===== src/rtl/can_crc_check_if.sv =====
// can_crc_check_if: bit-stream inputs and verdict outputs of the CAN CRC-15 checker; err_cnt present under CAN_CRC_ERRCNT_EN
interface can_crc_check_if;
  logic        din;
  logic        din_valid;
  logic        sof;
  logic        crc_start;
  logic        busy;
  logic        done;
  logic        crc_ok;
  logic        crc_err;
  logic        delim_err;
  logic [14:0] rx_crc;
`ifdef CAN_CRC_ERRCNT_EN
  logic [7:0]  err_cnt;
`endif
  modport master (
    output din, din_valid, sof, crc_start,
`ifdef CAN_CRC_ERRCNT_EN
    input err_cnt,
`endif
    input busy, done, crc_ok, crc_err, delim_err, rx_crc
  );
  modport slave (
    input din, din_valid, sof, crc_start,
`ifdef CAN_CRC_ERRCNT_EN
    output err_cnt,
`endif
    output busy, done, crc_ok, crc_err, delim_err, rx_crc
  );
endinterface


===== src/rtl/can_crc_check.sv =====
// can_crc_check: receive-side CAN CRC-15 checker; CAN_CRC_ERRCNT_EN adds a saturating error counter
module can_crc_check #(
  parameter logic [14:0] CRC_INIT = 15'h0000,
  parameter logic [14:0] CRC_POLY = 15'h4599
) (
  input logic          clk,
  input logic          rst,
  can_crc_check_if.slave bus
);
  typedef enum logic [1:0] {IDLE, CALC, RECV, DELIM} state_t;
  state_t      state;
  logic [14:0] lfsr;
  logic [3:0]  cnt;
  logic        mismatch;
  function automatic logic [14:0] step(input logic [14:0] c, input logic d);
    return {c[13:0], 1'b0} ^ ((d ^ c[14]) ? CRC_POLY : 15'h0000);
  endfunction
  assign mismatch = lfsr != bus.rx_crc;
  always_ff @(posedge clk) begin
    if (rst) begin
      state         <= IDLE;
      lfsr          <= CRC_INIT;
      cnt           <= 4'd0;
      bus.rx_crc    <= 15'h0000;
      bus.busy      <= 1'b0;
      bus.done      <= 1'b0;
      bus.crc_ok    <= 1'b0;
      bus.crc_err   <= 1'b0;
      bus.delim_err <= 1'b0;
`ifdef CAN_CRC_ERRCNT_EN
      bus.err_cnt   <= 8'h00;
`endif
    end else begin
      bus.done <= 1'b0;
      if (bus.din_valid) begin
        if (bus.sof) begin
          state         <= CALC;
          bus.busy      <= 1'b1;
          lfsr          <= step(CRC_INIT, bus.din);
          cnt           <= 4'd0;
          bus.rx_crc    <= 15'h0000;
          bus.crc_ok    <= 1'b0;
          bus.crc_err   <= 1'b0;
          bus.delim_err <= 1'b0;
        end else begin
          case (state)
            CALC: begin
              if (bus.crc_start) begin
                bus.rx_crc <= {bus.rx_crc[13:0], bus.din};
                cnt        <= 4'd1;
                state      <= RECV;
              end else begin
                lfsr <= step(lfsr, bus.din);
              end
            end
            RECV: begin
              bus.rx_crc <= {bus.rx_crc[13:0], bus.din};
              cnt        <= cnt + 4'd1;
              if (cnt == 4'd14) state <= DELIM;
            end
            DELIM: begin
              state         <= IDLE;
              bus.busy      <= 1'b0;
              bus.done      <= 1'b1;
              bus.crc_err   <= mismatch;
              bus.delim_err <= !bus.din;
              bus.crc_ok    <= !mismatch && bus.din;
`ifdef CAN_CRC_ERRCNT_EN
              if ((mismatch || !bus.din) && bus.err_cnt != 8'hFF) bus.err_cnt <= bus.err_cnt + 8'd1;
`endif
            end
            default: ;
          endcase
        end
      end
    end
  end
endmodule


===== src/flat_wrapper.sv =====
// flat-port wrapper written by rule: the top's interface ports become plain ports
module can_crc_check_flat 
#(
  parameter logic [14:0] CRC_INIT = 15'h0000,
  parameter logic [14:0] CRC_POLY = 15'h4599
)
  (clk, rst, bus_din, bus_din_valid, bus_sof, bus_crc_start, bus_busy, bus_done, bus_crc_ok, bus_crc_err, bus_delim_err, bus_rx_crc);
  can_crc_check_if bus_i ();
  input logic clk;
  input logic rst;
  input wire logic [$bits(bus_i.din)-1:0] bus_din;
  input wire logic [$bits(bus_i.din_valid)-1:0] bus_din_valid;
  input wire logic [$bits(bus_i.sof)-1:0] bus_sof;
  input wire logic [$bits(bus_i.crc_start)-1:0] bus_crc_start;
  output wire logic [$bits(bus_i.busy)-1:0] bus_busy;
  output wire logic [$bits(bus_i.done)-1:0] bus_done;
  output wire logic [$bits(bus_i.crc_ok)-1:0] bus_crc_ok;
  output wire logic [$bits(bus_i.crc_err)-1:0] bus_crc_err;
  output wire logic [$bits(bus_i.delim_err)-1:0] bus_delim_err;
  output wire logic [$bits(bus_i.rx_crc)-1:0] bus_rx_crc;
  assign bus_i.din = bus_din;
  assign bus_i.din_valid = bus_din_valid;
  assign bus_i.sof = bus_sof;
  assign bus_i.crc_start = bus_crc_start;
  assign bus_busy = bus_i.busy;
  assign bus_done = bus_i.done;
  assign bus_crc_ok = bus_i.crc_ok;
  assign bus_crc_err = bus_i.crc_err;
  assign bus_delim_err = bus_i.delim_err;
  assign bus_rx_crc = bus_i.rx_crc;
  can_crc_check #(.CRC_INIT(CRC_INIT), .CRC_POLY(CRC_POLY)) u_core (.clk(clk), .rst(rst), .bus(bus_i));
endmodule

===== config.mk =====
export PLATFORM = sky130hd
export DESIGN_NAME = can_crc_check_flat
export DESIGN_NICKNAME = d
export VERILOG_FILES = /design/src/rtl/can_crc_check_if.sv /design/src/rtl/can_crc_check.sv /design/src/flat_wrapper.sv
export SDC_FILE = /design/constraint.sdc
export NUM_CORES = 1
export LEC_CHECK = 0
export BUFFER_PORTS_ARGS = -buffer_cell sky130_fd_sc_hd__buf_2
export CAP_MARGIN = 15
export CORE_UTILIZATION = 45
export DETAILED_ROUTE_END_ITERATION = 12
export GPL_ROUTABILITY_DRIVEN = 0
export HOLD_SLACK_MARGIN = 0.1
export SLEW_MARGIN = 0
export SYNTH_ARGS = -nofsm -noshare
export SYNTH_HDL_FRONTEND = slang
export SYNTH_SLANG_ARGS = --single-unit

===== constraint.sdc =====
create_clock -name clk -period 1.9 [get_ports clk]
set_input_delay 0.19 -clock clk [delete_from_list [all_inputs] [get_ports clk]]
set_output_delay 0.19 -clock clk [all_outputs]
set_load 0.005 [all_outputs]

# [Word level (Yosys, flattened, before mapping)]
# Index checks and enable logic that the tools add are counted.
[word_totals] register_bits=41 wordCells=57
[op_classes] add_sub_neg=1 n_eq_ne=8 muxes=24 bitwise=3 reduce_logical=12
[ops] operator="two-way mux 15 bit" count=7
[ops] operator="case mux 15 bit (2 select lines)" count=1
[ops] operator="!= test 15 bit" count=1
[ops] operator="bitwise XOR 15 bit" count=1
[ops] operator="two-way mux 1 bit" count=9
[ops] operator="two-way mux 4 bit" count=2
[ops] operator="case mux 4 bit (2 select lines)" count=1
[ops] operator="two-way mux 2 bit" count=3
[ops] operator="case mux 2 bit (3 select lines)" count=1
[ops] operator="AND reduction 3 bit" count=2
[ops] operator="adder 4 x 1 -> 4 bit (second input constant)" count=1
[ops] operator="== test 2 bit (second input constant)" count=2
[ops] operator="== test 4 bit (second input constant)" count=1
[ops] operator="AND reduction 4 bit" count=1
[ops] operator="nonzero test 2 bit" count=2
[ops] operator="nonzero test 4 bit" count=1
[ops] operator="!= test 3 x 2 -> 1 bit (second input constant)" count=1
[ops] operator="!= test 3 bit (second input constant)" count=1
[ops] operator="nonzero test 3 bit" count=1
[ops] operator="OR reduction 3 bit" count=1
[ops] operator="== test 2 x 1 -> 1 bit (second input constant)" count=1
[ops] operator="logical NOT 1 bit" count=2
[ops] operator="!= test 2 bit (second input constant)" count=1
[ops] operator="AND reduction 2 bit" count=1
[ops] operator="3 further kinds" count=3

# [Longest topological paths before layout]
[depth] word_depth=6 depth_mapped=9 ltp_nobuf=7

# [Least setup slack after synthesis]
# OpenSTA, ideal clock, no wires.
[synth_timing] path_kind="register -> register" startpoint="reg u_core.state[0]" endpoint="reg u_core.bus.rx_crc[4]" setup_time_ps=128 arrival_time_ps=1574 required_ps=1772 slack_ps=199 stages_incl_launch_ff=10 synth_period_minus_slack_ps=1701 path_cell_list="dfxtp_1 inv_1 ha_1 mux2_1 o21ai_2 buf_6 buf_2 nor3b_1 a21oi_1 nor2_1"
[synth_between] elab_chain_cells=3
[synth_lines] item="start: declaration" line_no="can_crc_check.sv:11" text="state_t state;"
[synth_lines] item="start signal: assignment" line_no="can_crc_check.sv:21" text="state <= IDLE;"
[synth_lines] item="start signal: assignment" line_no="can_crc_check.sv:37" text="state <= CALC;"
[synth_lines] item="start signal: assignment" line_no="can_crc_check.sv:51" text="state <= RECV;"
[synth_lines] item="== test 2 x 1 -> 1 bit / == test 2 bit (equally long branches)" line_no="can_crc_check.sv:46" text="case (state)"
[synth_lines] item="!= test 3 bit (no line) (tied with other cells)"
[synth_lines] item="AND reduction 3 bit (no line) / two-way mux 15 bit (equally long branches)"
[synth_lines] item="end signal: assignment" line_no="can_crc_check.sv:49" text="bus.rx_crc <= {bus.rx_crc[13:0], bus.din};"
[synth_lines] item="end signal: assignment" line_no="can_crc_check.sv:57" text="bus.rx_crc <= {bus.rx_crc[13:0], bus.din};"
[synth_lines] item="end: declaration" line_no="can_crc_check_if.sv:28" text="output busy, done, crc_ok, crc_err, delim_err, rx_crc"
# Several ways; a longest one is shown, not always the timed one.
# A chain may end at the register's enable or synchronous reset.

# [Final worst setup path]
[layout_timing] startpoint="reg u_core.state[1]" endpoint="reg u_core.bus.rx_crc[1]"
# Same word-level chain as after synthesis.

==> results.py <==
metrics = {
    "floorplan": {
        "io_pins": 26,
        "die_w_um": 68.76,
        "core-area_mm2": 0.004144,
        "row_count": 23,
        "die-area_mm2": 0.004728,
        "initial_core_util": 0.4840,
        "die_h_um": 68.76,
    },
    "finish": {
        "drive_gt1_frac": 0.1762,
        "syn_to_final_growth_pct": 14.29,
        "regArea_um2": 820.8,
        "multi_input_comb_area_mm2": 0.001077,
        "nets": 271,
        "n_antenna_cell": 0,
        "fill_cells": 425,
        "fin_area_mm2": 0.002292,
    },
    "min_path": {
        "min-delay-path-class": "in -> reg",
        "whs_path_depth": 2,
        "hold_start": "rst",
        "min_to": "u_core.bus.delim_err",
    },
    "critical_path": {
        "timing.rr.start": "u_core.state[1]",
        "required_ns": 2.07,
        "worstSetupPathType": "reg -> reg",
        "reg2regPathDepth": 8,
        "startpoint_type": "flip-flop",
        "worstReg2RegEnd": "u_core.bus.rx_crc[1]",
        "worst-path-max-fanout": 15,
        "arrival_ns": 1.94,
        "ff2ff_setup_slack_ns": 0.14,
        "worstSetupEndpointType": "flip-flop",
    },
    "cts": {
        "ctsHtreeMaxLevel": 2,
        "cts_setup_buffers": 0,
        "clock_sinks": 41,
        "cts_max_path_buffers": 2,
        "numCtsBuffers": 5,
        "cts_tree": "yes",
        "cts_root_buf": "clkbuf_8",
        "clk_pin_slew_worst_paths_ns": 0.08,
        "clock_latency_ns": 0.30,
    },
    "timing": {
        "fin_crit_ns": 1.762,
        "maxSlewViolCount": 0,
        "setup_viol": 0,
        "tns_ns": 0,
        "worst_pin_slew_ns": 0.4163,
        "rsz0062_at_grt": "false",
        "skew_ns": 0.01140,
        "hold_viol_final": 0,
        "relSlewSlack": 0.7203,
        "max_freq_ghz": 0.5674,
        "fin_crit_sh": 0.9276,
    },
    "drt": {
        "route.detailed.drc": 0,
        "drtPass1Iterations": 4,
        "drt_iter0_markers": 58,
        "drt-total-wl_um": 4293,
        "ant_nets": 0,
        "vias": 1649,
        "wire_per_inst_um": 13.80,
        "vias_per_cell": 5.302,
    },
    "yosys": {
        "async_flop_share": 0,
        "syn-cell-area_mm2": 0.002006,
        "syn_inst": 234,
        "yosys.area.top_type": "dfxtp_1",
        "ys_seq_area_frac": 0.4092,
        "ys_seq_elements": 41,
        "yosysWarnings": 0,
        "syn-mean-instance-area_um2": 8.571,
        "syn_nets": 245,
        "synth_edf_count": 0,
        "synth.distinct_cells": 38,
        "yosys-top-cells-area": "dfxtp_1, xnor2_1, nor2_1, nor3b_1, a21oi_1",
        "synth_ff_type": "dfxtp_1",
        "synth_top_cell_area_share": 0.4092,
    },
    "power_and_ir_drop": {
        "cellPowerDensity_mw_per_mm2": 761.1,
        "leakagePower_nw": 0.8839,
        "vdd_drop_max_v": 0.0004015,
    },
    "global_route": {
        "overflow": 0,
        "antenna_found_initial": 0,
        "grt_pass1_vias": 1411,
        "grt_max_degree": 23,
        "grtUsageTotal": 0.2046,
        "grt_pass1_wl_um": 6934,
    },
    "placement": {
        "dp_hpwl_um": 3044,
        "placed_cell_area_mm2": 0.002187,
        "numPortBuffers": 25,
    },
    "status": {
        "outcome": "finished clean",
    },
    "flow_run": {
        "maxCapViolations": 0,
    },
}
cells in the final DEF, fill, tap and decap left out, types with 6 or more instances in the layout:
cell / instances
nor3b_1: 15
o21ai_0: 6
a21oi_1: 22
nor2_1: 41
xnor2_1: 21
buf_4: 9
clkbuf_8: 7
buf_2: 25
dfxtp_1: 41
a211oi_1: 6
a22oi_1: 9
inv_1: 7
Yosys cell counts (2+ instances only):
cell type  count
buf_2          8
o21ai_2        2
ha_1           5
a211oi_1       6
nand2b_1       2
a21oi_1       22
buf_1          3
or4_1          2
inv_1          7
nand2_1        3
a22oi_1        9
nand4_1        3
nor2b_1        4
clkbuf_1       3
and3_1         2
xnor2_1       21
dfxtp_1       41
nor4_1         2
nor3b_1       15
xor2_1         4
nor3_1         3
a2111oi_0      2
nand3_1        5
nor2_1        41
o21ai_0        6
per-layer routing:
layer	GRT usage	wire length [µm]	vias to the layer above
met5	0	0	-
met4	0.07653	60	0
met3	0.04934	143	4
met2	0.3174	1975	24
met1	0.2738	2114	759
li1	-	-	862
area by class of cell:
| cell class | count | share of cell area |
|---|---|---|
| clock buffers | 7 | 0.04203 |
| clock inverters | 1 | 0.002183 |
| inverters | 7 | 0.01146 |
| multi-input cells | 170 | 0.4700 |
| flip-flops and latches | 41 | 0.3581 |
| well taps | 50 | 0.02729 |
| repair buffers | 35 | 0.08897 |
metrics by stage:
step	util	setup WS, ns	cells	power [mW]	hold WS, ns
4_1_cts	0.5522	0.1141	311	1.777	0.3123
6_report	0.5531	0.1376	311	1.745	0.3075
3_3_place_gp	0.5278	0.1552	303	1.136	0.4347
5_1_grt	0.5531	0.001805	311	1.836	0.3252
3_5_place_dp	0.5278	0.1388	303	1.137	0.4372
2_1_floorplan	-	0.1986	234	1.082	0.2784
cells by family (layout without fill, tap and decap cells):
group | after synthesis | count (layout) | synth area share
flip-flops | 41 | 41 | 0.4092
AO/OA/AOI/OAI | 54 | 54 | 0.1722
AND/OR/NAND/NOR | 85 | 85 | 0.2190
multiplexers | 1 | 1 | 0.005614
adder cells (fa/ha/maj) | 5 | 5 | 0.03119
XOR/XNOR | 25 | 25 | 0.1092
buffers and inverters | 23 | 50 | 0.05365
power by group:
group | switching (mW) | internal [mW] | total, mW
logic | 0.126 | 0.0895 | 0.216
clock network | 0.298 | 0.328 | 0.627
registers | 0.0228 | 0.879 | 0.902
total | 0.447 | 1.30 | 1.74
critical path, stage by stage (launching register included):
cell and delay [ns]:
dfxtp_1 0.37, inv_1 0.06, ha_1 0.20, mux2_1 0.32, o21ai_2 0.21, buf_4 0.24
nor3b_1 0.07, a21oi_1 0.12, nor2_1 0.05
sequential cells by signal (all words and copies together), names as in the netlist:
| name | cells |
|---|---|
| u_core.bus.crc_err | 1 |
| u_core.cnt | 4 |
| u_core.bus.crc_ok | 1 |
| u_core.bus.done | 1 |
| u_core.state | 2 |
| u_core.bus.busy | 1 |
| u_core.bus.rx_crc | 15 |
| u_core.bus.delim_err | 1 |
| u_core.lfsr | 15 |
timing repair:
| item | CTS | global route |
|---|---|---|
| endpoints found under the setup margin | 0 | 8 |
| hold buffers | 0 | 0 |
| gates resized for setup | 0 | 1 |
worst max-delay path by stage:
stage,slack (ns),end,depth (start not counted),from
3_3_place_gp,0.16,u_core.bus.rx_crc[12],8,u_core.state[1]
4_1_cts,0.11,u_core.bus.rx_crc[3],8,u_core.state[1]
3_5_place_dp,0.14,u_core.bus.rx_crc[3],8,u_core.state[1]
6_report,0.14,u_core.bus.rx_crc[1],8,u_core.state[1]
2_1_floorplan,0.20,u_core.bus.rx_crc[4],9,u_core.state[0]
5_1_grt,0.002,u_core.cnt[0],8,u_core.state[0]
Power figures use the tool's default switching activity.
